==> src/rtl/ascii_seg_display.sv <==
// ascii_seg_display
//   Drives a 2-digit multiplexed, active-low seven-segment display from a
//   two-character ASCII value. The value is copied into a shadow register
//   once per frame, so the two digits of a frame always belong together.
//   Characters other than '0'-'9', ' ' and '-' are shown blank and flagged
//   on err.
//
//   Optional feature macro: BLINK_ON_DONE_EN
//     When defined, the display blinks while done=1. Each half-phase lasts
//     BLINK_DIV frames. When undefined, done is ignored.
//
// Ports
//   clock     in   1  system clock, rising edge
//   reset     in   1  asynchronous, active-high reset
//   ascii_in  in  16  [15:8] tens character, [7:0] units character
//   done      in   1  counter finished flag (used only by the blink logic)
//   seg       out  7  active-low segments {g,f,e,d,c,b,a}
//   an        out  2  active-low digit enables, an[1]=tens, an[0]=units
//   err       out  1  latched frame contains an undisplayable character
module ascii_seg_display #(
    parameter int REFRESH_DIV = 4,
    parameter int BLINK_DIV   = 2
) (
    input  logic        clock,
    input  logic        reset,
    input  logic [15:0] ascii_in,
    input  logic        done,
    output logic [6:0]  seg,
    output logic [1:0]  an,
    output logic        err
);

    localparam int CNT_W = (REFRESH_DIV > 2) ? $clog2(REFRESH_DIV) : 1;

    // Returns {illegal, segments}; illegal codes decode to blank.
    function automatic logic [7:0] decode_char(input logic [7:0] c);
        logic [7:0] r;
        case (c)
            8'h30:   r = {1'b0, 7'b1000000};
            8'h31:   r = {1'b0, 7'b1111001};
            8'h32:   r = {1'b0, 7'b0100100};
            8'h33:   r = {1'b0, 7'b0110000};
            8'h34:   r = {1'b0, 7'b0011001};
            8'h35:   r = {1'b0, 7'b0010010};
            8'h36:   r = {1'b0, 7'b0000010};
            8'h37:   r = {1'b0, 7'b1111000};
            8'h38:   r = {1'b0, 7'b0000000};
            8'h39:   r = {1'b0, 7'b0010000};
            8'h20:   r = {1'b0, 7'b1111111};
            8'h2D:   r = {1'b0, 7'b0111111};
            default: r = {1'b1, 7'b1111111};
        endcase
        return r;
    endfunction

    logic [CNT_W-1:0] cnt;
    logic             sel;
    logic             frame_start;
    logic [15:0]      shadow;
    logic             slot_end;
    logic             frame_end;
    logic             blank;

    logic [7:0]       dec_tens;
    logic [7:0]       dec_units;
    logic [6:0]       seg_nxt;
    logic [1:0]       an_nxt;
    logic             err_nxt;

    assign slot_end  = (cnt == CNT_W'(REFRESH_DIV - 1));
    // Units slot ending: sel goes 1->0 and the next frame begins.
    assign frame_end = slot_end & sel;

    always_comb begin
        dec_tens  = decode_char(shadow[15:8]);
        dec_units = decode_char(shadow[7:0]);
        seg_nxt   = sel ? dec_units[6:0] : dec_tens[6:0];
        an_nxt    = sel ? 2'b10 : 2'b01;
        err_nxt   = dec_tens[7] | dec_units[7];
    end

`ifdef BLINK_ON_DONE_EN
    localparam int BW = (BLINK_DIV > 1) ? $clog2(BLINK_DIV) : 1;

    logic [BW-1:0] blink_cnt;
    logic          blink_off;

    always_ff @(posedge clock or posedge reset) begin
        if (reset) begin
            blink_cnt <= '0;
            blink_off <= 1'b0;
        end else if (!done) begin
            blink_cnt <= '0;
            blink_off <= 1'b0;
        end else if (frame_end) begin
            if (blink_cnt == BW'(BLINK_DIV - 1)) begin
                blink_cnt <= '0;
                blink_off <= ~blink_off;
            end else begin
                blink_cnt <= blink_cnt + BW'(1);
            end
        end
    end

    // Gated with the live done so the edge that sees done fall is already lit.
    assign blank = blink_off & done;
`else
    logic unused_blink;
    localparam int UNUSED_BLINK_DIV = BLINK_DIV;
    assign unused_blink = done ^ (UNUSED_BLINK_DIV == 0);
    assign blank        = 1'b0;
`endif

    // Scan / frame latch stage -> registered output stage
    always_ff @(posedge clock or posedge reset) begin
        if (reset) begin
            cnt         <= '0;
            sel         <= 1'b0;
            frame_start <= 1'b1;
            shadow      <= 16'h2020;
            seg         <= 7'h7F;
            an          <= 2'b11;
            err         <= 1'b0;
        end else begin
            cnt <= slot_end ? '0 : cnt + CNT_W'(1);
            if (slot_end) begin
                sel <= ~sel;
            end
            if (frame_start) begin
                shadow      <= ascii_in;
                frame_start <= 1'b0;
            end
            if (frame_end) begin
                frame_start <= 1'b1;
            end
            seg <= blank ? 7'h7F : seg_nxt;
            an  <= blank ? 2'b11 : an_nxt;
            err <= err_nxt;
        end
    end

endmodule

==> config.mk <==
export PLATFORM = sky130hd
export DESIGN_NAME = ascii_seg_display
export DESIGN_NICKNAME = d
export VERILOG_FILES = /design/src/rtl/ascii_seg_display.sv
export SDC_FILE = /design/constraint.sdc
export NUM_CORES = 1
export LEC_CHECK = 0
export CAP_MARGIN = 20
export CORE_ASPECT_RATIO = 1.4
export CORE_UTILIZATION = 57
export CTS_BUF_LIST = sky130_fd_sc_hd__clkbuf_4
export DETAILED_ROUTE_END_ITERATION = 8
export PLACE_DENSITY = 0.86
export SYNTH_ARGS = -nofsm -noshare
export SYNTH_HDL_FRONTEND = slang
export SYNTH_SLANG_ARGS = --single-unit
==> constraint.sdc <==
create_clock -name clock -period 2.65 [get_ports clock]
set_input_delay 0.265 -clock clock [delete_from_list [all_inputs] [get_ports clock]]
set_output_delay 0.265 -clock clock [all_outputs]
set_load 0.05 [all_outputs]
# Word-level counts from Yosys, hierarchy flattened
# Index checks and enable logic that the tools add are counted.
# totals
regBits	30
latch_bits	0
ram_bits	0
romBits	0
word_cells	42
mem_count	0
# classes
add_sub_neg	1
mul	0
n_div	0
n_lt_le_gt_ge	0
eq_ne	25
shifts	0
mux	6
bitwise_logic	3
reduce_logical	0
# op_table
op	count
$eq A8 B6 Y1 const B	24
$pmux W8 S12	2
$mux W7	1
$mux W2	2
$add A2 B1 Y2 const B	1
$eq A2 B2 Y1 const B	1
$and A1 B1 Y1	1
$mux W1	1
$not A1 Y1	1
$or A1 B1 Y1	1

# Depth between registers and ports, before layout
# Gate-level depths: netlist (run 1).
# logic_depth
ltp_word	3
mapped_depth	6
mapped_depth_nobuf	5

# Worst setup path before layout (run 1)
# No wires, ideal clock.
# synth_timing
path_kind	register -> register
from	register shadow[5]
to	register seg[4]
setup_time_ns	0.086
arrival_ns	1.310
path_slack_ns	1.254
path_stages_with_launch	6
path_buffers	0
synth_period_minus_slack_ns	1.396
cell_sequence	dfstp_2 -> nor3b_2 -> nand3_1 -> a21oi_1 -> a32oi_1 -> nand3b_1
# synth_between
elab_chain_cells	3
word_cells_on_any_way	14
# synth_lines
item	line_no	rtl
start, declared	59	logic [15:0] shadow;
start signal, assigned	130	shadow <= ascii_in;
$eq A8 B6 Y1	38	case (c)
$pmux W8 S12 *	38	
$mux W7 *	77	seg_nxt = sel ? dec_units[6:0] : dec_tens[6:0];
net seg_nxt[4]	66	logic [6:0] seg_nxt;
end signal, assigned	136	seg <= blank ? 7'h7F : seg_nxt;
end, declared	28	output logic [6:0] seg,
# Mark *: on every way through the listed nets, which the timed path passes. The rest lies on a longest branch.
# A chain may end at the register's enable or synchronous reset.

# Worst setup path in the final report (run 1)
# layout_timing
from	register an[0]
to	output an[0]
# layout_rtl
item	line_no	rtl
start, declared	29	output logic [1:0] an,
start signal, assigned	137	an <= blank ? 2'b11 : an_nxt;
# No word-level cell between the ends.

==> results_dict.tcl, run 1 <==
set metrics [dict create \
    worst_pin_slew_ns 0.876 \
    yosys.area_share.xor_xnor 0.0289 \
    cp_slowest_cell "clkdlybuf4s50_1" \
    synth_top_family_by_area "compound AO/OA/AOI/OAI gates" \
    hold_buffers 0 \
    worstPathArrival_ns 1.65 \
    seq_area_frac_synth 0.505 \
    cts.sinks 30 \
    cp_data_required_time_ns 2.38 \
    fill_cells 165 \
    synth.avg_cell_area_um2 10.3 \
    vias 1223 \
    synth.top_cell.area_share 0.297 \
    rows 21 \
    drt_iter0_markers 56 \
    cts_root_buffer "clkbuf_4" \
    ys_ff_latch 30 \
    portBuffers 27 \
    synth_fa_ha_area_frac 0.00824 \
    syn_to_final_growth_pct 20.8 \
    ys_top_cells_by_area "dfrtp_1 (30%), dfstp_2 (21%), mux2_2 (8.9%), o21ai_0 (4.0%), a21oi_1 (3.6%)" \
    die-area_mm2 0.00288 \
    initial_core_util 0.621 \
    crit_family "buffers and inverters" \
    reg2regPathDepth 5 \
    finalSetupViolations 0 \
    gp_congestion 0.850 \
    cts_resized 0 \
    hold_viol_final 0 \
    firstDrtPassIters 4 \
    rr_startpoint "shadow[9]$_DFFE_PP0P_" \
    cts.path.max_buffers 2 \
    antenna_left 0 \
    avgViaCountPerCell 5.91 \
    finalInstanceArea_mm2 0.00183 \
    crit_fanout 1 \
    clkTransAtPathRegs_ns 0.09 \
    r2r-end "seg[4]$_DFF_PP1_" \
    muxShareOfSynthArea 0.0890 \
    critPathKind "flip-flop to primary output" \
    yosysMostFrequentCell "dfrtp_1" \
    dp_hpwl_um 2100 \
    period_needed_ns 1.92 \
    num_antenna_cells 0 \
    finalMaxSlewViolations 0 \
    max_freq_ghz 0.521 \
    yosys_most_used_dff "dfrtp_1" \
    die_h_um 63.1 \
    wire_per_inst_um 13.9 \
    coreArea_mm2 0.00244 \
    grt_first_pass_wirelength_um 4910 \
    synth-compound-area-share 0.181 \
    finalSetupTns_ns 0 \
    cp_cell_sequence "clkdlybuf4s50_1" \
    path_buf_inv 1 \
    syn_nets 167 \
    synthArstFlopShare 1.00 \
    synth-edff-count 0 \
    skew_ns 0.0117 \
    ys_warn_count 0 \
    reg2reg_slack_ns 1.03 \
    die_x_um 45.6 \
    vdd_drop_max_uv 402 \
    synth_common_cells "dfrtp_1 (18), dfstp_2 (12), mux2_2 (12), nor2_1 (12), o21ai_0 (12)" \
    grt_pass1_vias 1194 \
    max_stage_delay_ns 0.79 \
    timing.max_cap.violations 0 \
    power.total_uw 849 \
    powerDensity_mw_per_mm2 463 \
    p_leak_uw 0.000733 \
    cts_setup_buffers 0 \
    synth_simple_gate_area_frac 0.133 \
    grt_max_degree 25 \
    run_status "completed" \
    syn_inst 147 \
    insertion_delay_ns 0.33 \
    syn_area_mm2 0.00152 \
    wirelength_um 2880 \
    end_kind "primary output" \
    hold_class "input port to asynchronous set/reset pin" \
    drive_above_1_share 0.191 \
    drc 0 \
    cts_htree_levels 2 \
    nNetsFinal 192 \
    yosys.area.top_type "dfrtp_1" \
    grt_setup_unrepaired "false" \
    fin_crit_sh 0.724 \
    max_slew_margin 0.415 \
    placed_cell_area_mm2 0.00178 \
    io_pins 29 \
    tritoncts "built" \
    cts_buffers 5 \
    grt_use_total 0.238 \
    antenna_found_initial 0 \
    synth_cell_types 39 \
    worst_setup_path_start_kind "flip-flop" \
    grt_overflow 0 \
]
state kept, by name, summed over array words and instances, names as in the netlist:
register	count
cnt	2
frame_start	1
seg	7
shadow	16
sel	1
err	1
an	2
worst reg2reg max path, stage by stage, from the launching register on:
cell	delay, ns
dfrtp_1	0.60
nor2_1	0.19
o21ai_1	0.21
o311ai_2	0.16
a32oi_1	0.27
nand3b_1	0.14
per-layer routing:
| metal | global-route usage | up-vias | wire length, um |
|---|---|---|---|
| li1 | - | 572 | - |
| met1 | 0.270 | 584 | 1090 |
| met2 | 0.386 | 55 | 1540 |
| met3 | 0.0630 | 12 | 174 |
| met4 | 0.133 | 0 | 80 |
| met5 | 0 | - | 0 |
logic make-up after synthesis:
logic type / count (synthesis)
AOI/OAI and AO/OA: 43
and+or+nand+nor: 38
DFF: 30
buffers and inverters: 18
muxes: 12
xor gates and xnor gates: 5
adders and majority gates: 1
per-stage QoR:
stage / util / std cells / hold WS (ns) / setup slack, ns
6_report: 0.750 / 207 / 0.412 / 0.732
5_1_grt: 0.750 / 207 / 0.453 / 0.687
3_5_place_dp: 0.730 / 199 / 0.425 / 1.05
4_1_cts: 0.750 / 207 / 0.434 / 0.714
3_3_place_gp: 0.730 / 199 / 0.415 / 1.09
2_1_floorplan: - / 147 / 0.347 / 1.25
cells in the final DEF, fill, tap and decap left out, types with 2 or more instances in the layout:
master,instances
a21oi_1,11
xor2_1,4
mux2_2,12
a22oi_1,4
nand3_1,5
clkinv_1,3
inv_1,8
o2111ai_1,3
nand2_1,7
and3_1,2
nor2b_1,2
nand4b_1,2
o22ai_1,3
clkbuf_4,5
dfstp_2,12
o21ai_0,12
nor2_1,12
clkdlybuf4s50_1,27
and2_1,2
dfrtp_1,18
where the power goes:
part	total [uW]	switching, uW	internal [uW]
sequential	502	26.3	475
clock	241	147	94.1
combinational	106	49.2	57.2
total	849	222	627
layout make-up:
type	count	area, um^2	area share
multi-input cells	99	668	0.365
clock inverters	3	11.3	0.00614
repair buffers	28	278	0.152
inverters	8	30.0	0.0164
well taps	34	42.5	0.0232
clock buffers	5	37.5	0.0205
flip-flops and latches	30	766	0.418
how the worst max path moves through the flow:
stage	cells after the start	slack, ns	end	start
detailed placement	5	1.05	seg[4]$_DFF_PP1_	shadow[5]$_DFFE_PP1P_
global placement	1	1.09	an[0]	an[0]$_DFF_PP1_
finish	1	0.73	an[0]	an[0]$_DFF_PP1_
floorplan	5	1.25	seg[4]$_DFF_PP1_	shadow[5]$_DFFE_PP1P_
global route	1	0.69	seg[5]	seg[5]$_DFF_PP1_
CTS	1	0.71	an[0]	an[0]$_DFF_PP1_
Power figures use the tool's default switching activity.
==> run 2: changes to the inputs <==
- CORE_UTILIZATION: 57 -> 48
- PLACE_DENSITY: 0.86 -> 0.78
- clock period: 2.65 -> 1.6 ns (I/O delays scaled with it)
==> results_dict.tcl, run 2 (synthesized netlist as in run 1, its figures left out) <==
set metrics [dict create \
    run_status "completed" \
    num_antenna_cells 0 \
    power.total_uw 1640 \
    avgViaCountPerCell 5.65 \
    rr_startpoint "shadow[12]$_DFFE_PP0P_" \
    cts.path.max_buffers 2 \
    coreArea_mm2 0.00294 \
    crit_fanout 4 \
    cts_htree_levels 2 \
    top_register "shadow" \
    vias 1232 \
    use_met3 0.0526 \
    reg2reg_slack_ns 0.07 \
    rows 23 \
    drt_iter0_markers 40 \
    finalSetupTns_ns 0 \
    grt_use_met1 0.228 \
    die_x_um 49.5 \
    use_met2 0.375 \
    antenna_left 0 \
    crit_family "compound AO/OA/AOI/OAI gates" \
    nNetsFinal 200 \
    max_slew_margin 0.720 \
    cp_slowest_cell "dfrtp_2" \
    end_kind "flip-flop" \
    cts_buffers 5 \
    grt.busiest_layer "met2" \
    portBuffers 27 \
    grt_use_total 0.209 \
    hold_class "input port to asynchronous set/reset pin" \
    final_common_cell "buf_4" \
    worst_setup_path_start_kind "flip-flop" \
    worstPathArrival_ns 1.78 \
    critPathKind "flip-flop to flip-flop" \
    cp_cell_sequence "and3b_1, a21oi_1, o311ai_2, a32oi_2, nand3b_1" \
    period_needed_ns 1.53 \
    die-area_mm2 0.00339 \
    syn_to_final_growth_pct 27.0 \
    max_stage_delay_ns 0.44 \
    firstDrtPassIters 5 \
    drc 0 \
    largest_reg_flops 16 \
    antenna_found_initial 0 \
    top_regs "shadow x16, seg x7" \
    skew_ns 0.0120 \
    cts.sinks 30 \
    dp_hpwl_um 2200 \
    grt_first_pass_wirelength_um 5110 \
    hold_viol_final 0 \
    wirelength_um 3130 \
    grt_max_degree 31 \
    powerDensity_mw_per_mm2 852 \
    final_cell_mix "buf_4 (19), clkdlybuf4s50_1 (17), dfrtp_1 (15)" \
    wire_per_inst_um 14.3 \
    gp_congestion 0.897 \
    grt_setup_unrepaired "false" \
    p_leak_uw 0.000790 \
    finalMaxSlewViolations 0 \
    drive_above_1_share 0.337 \
    fill_cells 250 \
    ff_latch_area_um2 769 \
    grt_overflow 0 \
    max_freq_ghz 0.654 \
    cts_root_buffer "clkbuf_4" \
    tritoncts "built" \
    fin_crit_sh 0.956 \
    grt_pass1_vias 1110 \
    insertion_delay_ns 0.34 \
    worst_pin_slew_ns 0.419 \
    whs_ns 0.172 \
    r2r-end "seg[4]$_DFF_PP1_" \
    vdd_drop_max_uv 714 \
    finalSetupViolations 0 \
    timing.max_cap.violations 0 \
    initial_core_util 0.517 \
    path_buf_inv 0 \
    reg2regPathDepth 5 \
    cp_data_required_time_ns 1.85 \
    clkTransAtPathRegs_ns 0.09 \
    multi_input_comb_area_um2 687 \
    io_pins 29 \
    die_h_um 68.5 \
]
[run 2: changes by cell type in the layout (fill, tap and decap cells not counted), sizes merged]
cell | before | now
buf | 1 | 19
clkdlybuf4s50 | 27 | 17
clkinv | 3 | 0
clkbuf | 5 | 7
bufinv | 0 | 1
[run 2: per-stage QoR]
| step | utilization | instance area (um^2) | cells | setup WS [ns] |
|---|---|---|---|---|
| floorplan | - | 1520 | 147 | 0.204 |
| finish | 0.657 | 1930 | 218 | 0.0709 |
| global placement | 0.613 | 1800 | 207 | 0.159 |
| detailed placement | 0.613 | 1800 | 207 | 0.0504 |
| CTS | 0.642 | 1880 | 215 | 0.0178 |
| global route | 0.657 | 1930 | 218 | 0.000240 |
[run 2: tightest hold or removal path: stages]
cell and delay (ns):
clkdlybuf4s50_1 0.39, inv_1 0.05, buf_4 0.33
[run 2: final cells by class]
type | instances | share of cell area
Clock buffer | 7 | 0.0273
Clock inverter | 1 | 0.0156
Inverter | 8 | 0.0156
Multi-Input combinational cell | 99 | 0.356
Sequential cell | 30 | 0.399
Tap cell | 37 | 0.0240
Timing Repair Buffer | 36 | 0.162
[run 2: how the worst max path moves through the flow]
stage	start	end	slack, ns	cells after the start
after floorplan	shadow[5]$_DFFE_PP1P_	seg[4]$_DFF_PP1_	0.20	5
after global placement	shadow[12]$_DFFE_PP0P_	seg[4]$_DFF_PP1_	0.16	5
after detailed placement	shadow[12]$_DFFE_PP0P_	seg[4]$_DFF_PP1_	0.05	5
after CTS	shadow[12]$_DFFE_PP0P_	seg[4]$_DFF_PP1_	0.02	5
after global routing	shadow[12]$_DFFE_PP0P_	seg[4]$_DFF_PP1_	0.0002	5
final	shadow[12]$_DFFE_PP0P_	seg[4]$_DFF_PP1_	0.07	5
[run 2: timing repair]
action                                  CTS  global route
endpoints found under the setup margin    0             1
setup buffers                             0             3
gates resized for setup                   0             7
hold buffers                              0             0
[run 2: report_power, final]
group	total (uW)	internal [uW]	leakage, uW	switching, uW
combinational	202	106	0.000411	96.2
clock	617	365	0.0000463	251
sequential	823	788	0.000333	34.7
total	1640	1260	0.000790	382
[run 2: routing by layer]
layer  share of wire  routed length, um
met5               0                  0
met1            0.38               1170
met2            0.55               1720
met3           0.050                156
met4           0.023                 73
==> patch, RTL diff (flow settings as in run 2) <==
Build with the macro `BLINK_ON_DONE_EN` defined.
--- a/src/rtl/ascii_seg_display.sv
+++ b/src/rtl/ascii_seg_display.sv
@@ -18,4 +18,6 @@
 //   an        out  2  active-low digit enables, an[1]=tens, an[0]=units
 //   err       out  1  latched frame contains an undisplayable character
+`define BLINK_ON_DONE_EN
+
 module ascii_seg_display #(
     parameter int REFRESH_DIV = 4,
Check against the original RTL: no difference found for any inputs over 10 cycles, from zero or initial values and one cycle with reset high; that may be too few to reach the edited logic, so the function may still have changed.
==> patch against run 2 <==
Non-clock buffer count down 1. Largest power group unchanged. Cell count up 6.0%. Worst setup slack better by 23 ps. Total power down 7.1%. Worst hold slack better by 21 ps. Sequential cell count up 2. Fmax up 1.5%. Wire length up 2.3%. Design area up 3.2%. Synthesized area up 7.4%. Utilization down 3.1 points. Sequential share of layout area up 1.1 points. Highest routed layer unchanged.
==> patch: results <==
run_status:
  status: "complete, no violations"
drt:
  drt_iter0_markers: 47
  first_pass_iters: 4
  routedWlPerCell_um: 13.8
  via_per_inst: 5.54
synth:
  syn-num-nets: 180
  ys_warn_count: 0
  syn_avg_cell_area_sq_um: 10.2
  synthDistinctLibCells: 44
  yosys-top-cells-area: "dfrtp_1 (31%), dfstp_2 (19%), mux2_2 (8.3%), o21ai_0 (4.3%), a21oi_1 (3.4%)"
  async_reset_ff_frac: 1.00
  synth.yosys.seq_area_share: 0.500
  synthTopCellsByCount: "dfrtp_1 (20), o21ai_0 (14), dfstp_2 (12), mux2_2 (12)"
global_routing:
  globalRouteMet1Util: 0.232
  grt_usage: 0.205
  grt_pass1_vias: 1232
  grt_pass1_wl_um: 5400
  antenna_found_initial: 0
  grt_max_degree: 33
  use_met2: 0.357
  met3_usage: 0.0581
placement:
  placed_area_sq_um: 1930
  hpwl_um: 2350
  place_ws_ps: 78.9
  port_buffers: 28
  gp_congestion: 0.796
clock_tree:
  path_clk_slew_ps: 100
  cts_buffers: 5
  clock_latency_ps: 330
  clockRootBuffer: "clkbuf_4"
  cts.htree.levels: 2
  cts_buffer_depth: 2
sta:
  fin_worst_skew_ps: 14.6
  worstMarginPinSlew_ps: 397
final_layout:
  diodes: 0
  reg_top3: "shadow: 16 flops, seg: 7 flops"
  nets: 211
  drive_gt1_frac: 0.281
setup_path:
  cp_max_fo: 12
  worst_ep_arrival_time_ps: 1720
floorplan:
  num_rows: 24
pwr:
  vdd_drop_max_mv: 0.624
  leakagePower_nw: 0.812
hold_path:
  hp-class: "input pin to async pin"
==> patch: cell types whose count changed after synthesis, moves of 3 or more <==
cell	before	now
o21a_1	1	4
xor2_1	4	1
nand2b_1	1	4
inv_1	8	5
nand3_1	5	1
clkbuf_1	4	7
nor3_1	0	4
o2111ai_1	3	0
nand2_1	7	11
==> patch: stage by stage <==
step / hold WS, ps / cells
6_report: 193 / 231
5_1_grt: 224 / 231
4_1_cts: 197 / 231
3_5_place_dp: 427 / 223
3_3_place_gp: 415 / 223
2_1_floorplan: 267 / 160
==> patch: worst paths after layout <==
check | start | end | slack [ps] | cells after the start
min in group clock | ascii_in[8] | shadow[8] | 380 | 3
setup reg to reg | shadow[0] | err | 90 | 4
hold / removal | reset | shadow[12] | 190 | 3
max in group asynchronous | reset | shadow[5] | 1070 | 3
setup / recovery | shadow[0] | err | 90 | 4
hold reg to reg | cnt[0] | cnt[0] | 430 | 1
==> patch: critical path, cell delays in order, from the launching register on <==
cell and delay, ps:
dfrtp_1 550, and3b_1 240, a21oi_1 70, o21ai_0 180
or3b_1 360
==> patch: cell type report <==
type | instances | area [sq um]
tap | 39 | 48.8
clock inverter | 1 | 3.75
sequential | 32 | 816
fill | 291 | 1190
timing repair buffer | 35 | 308
inverter | 5 | 18.8
multi-input combinational | 112 | 743
clock buffer | 7 | 52.6
==> patch: where the power goes <==
| group | switching, mW | internal (mW) | total, mW |
|---|---|---|---|
| Sequential | 0.0282 | 0.839 | 0.867 |
| Clock | 0.257 | 0.203 | 0.459 |
| Combinational | 0.0952 | 0.104 | 0.199 |
| Total | 0.380 | 1.15 | 1.53 |
==> patch: layer usage <==
metal / vias to the layer above / routed length (um)
li1: 633 / -
met1: 616 / 1310
met2: 23 / 1710
met3: 7 / 113
met4: 0 / 61
met5: - / 0
==> patch: what timing repair did <==
action                                  4_1_cts  5_1_grt
hold endpoints to repair                      0        0
buffers inserted                              0        0
endpoints found under the setup margin        0        1
gates resized for setup                       0        1
==> patch: kinds of logic (layout without fill, tap and decap cells) <==
kind of cell,count (synthesis),after routing,share of synthesized area
buf+inv,16,48,0.0437
simple gates,50,50,0.170
flops,32,32,0.500
fa+ha+maj,1,1,0.00767
mux,13,13,0.0890
xor+xnor,3,3,0.0161
compound gates,45,45,0.173
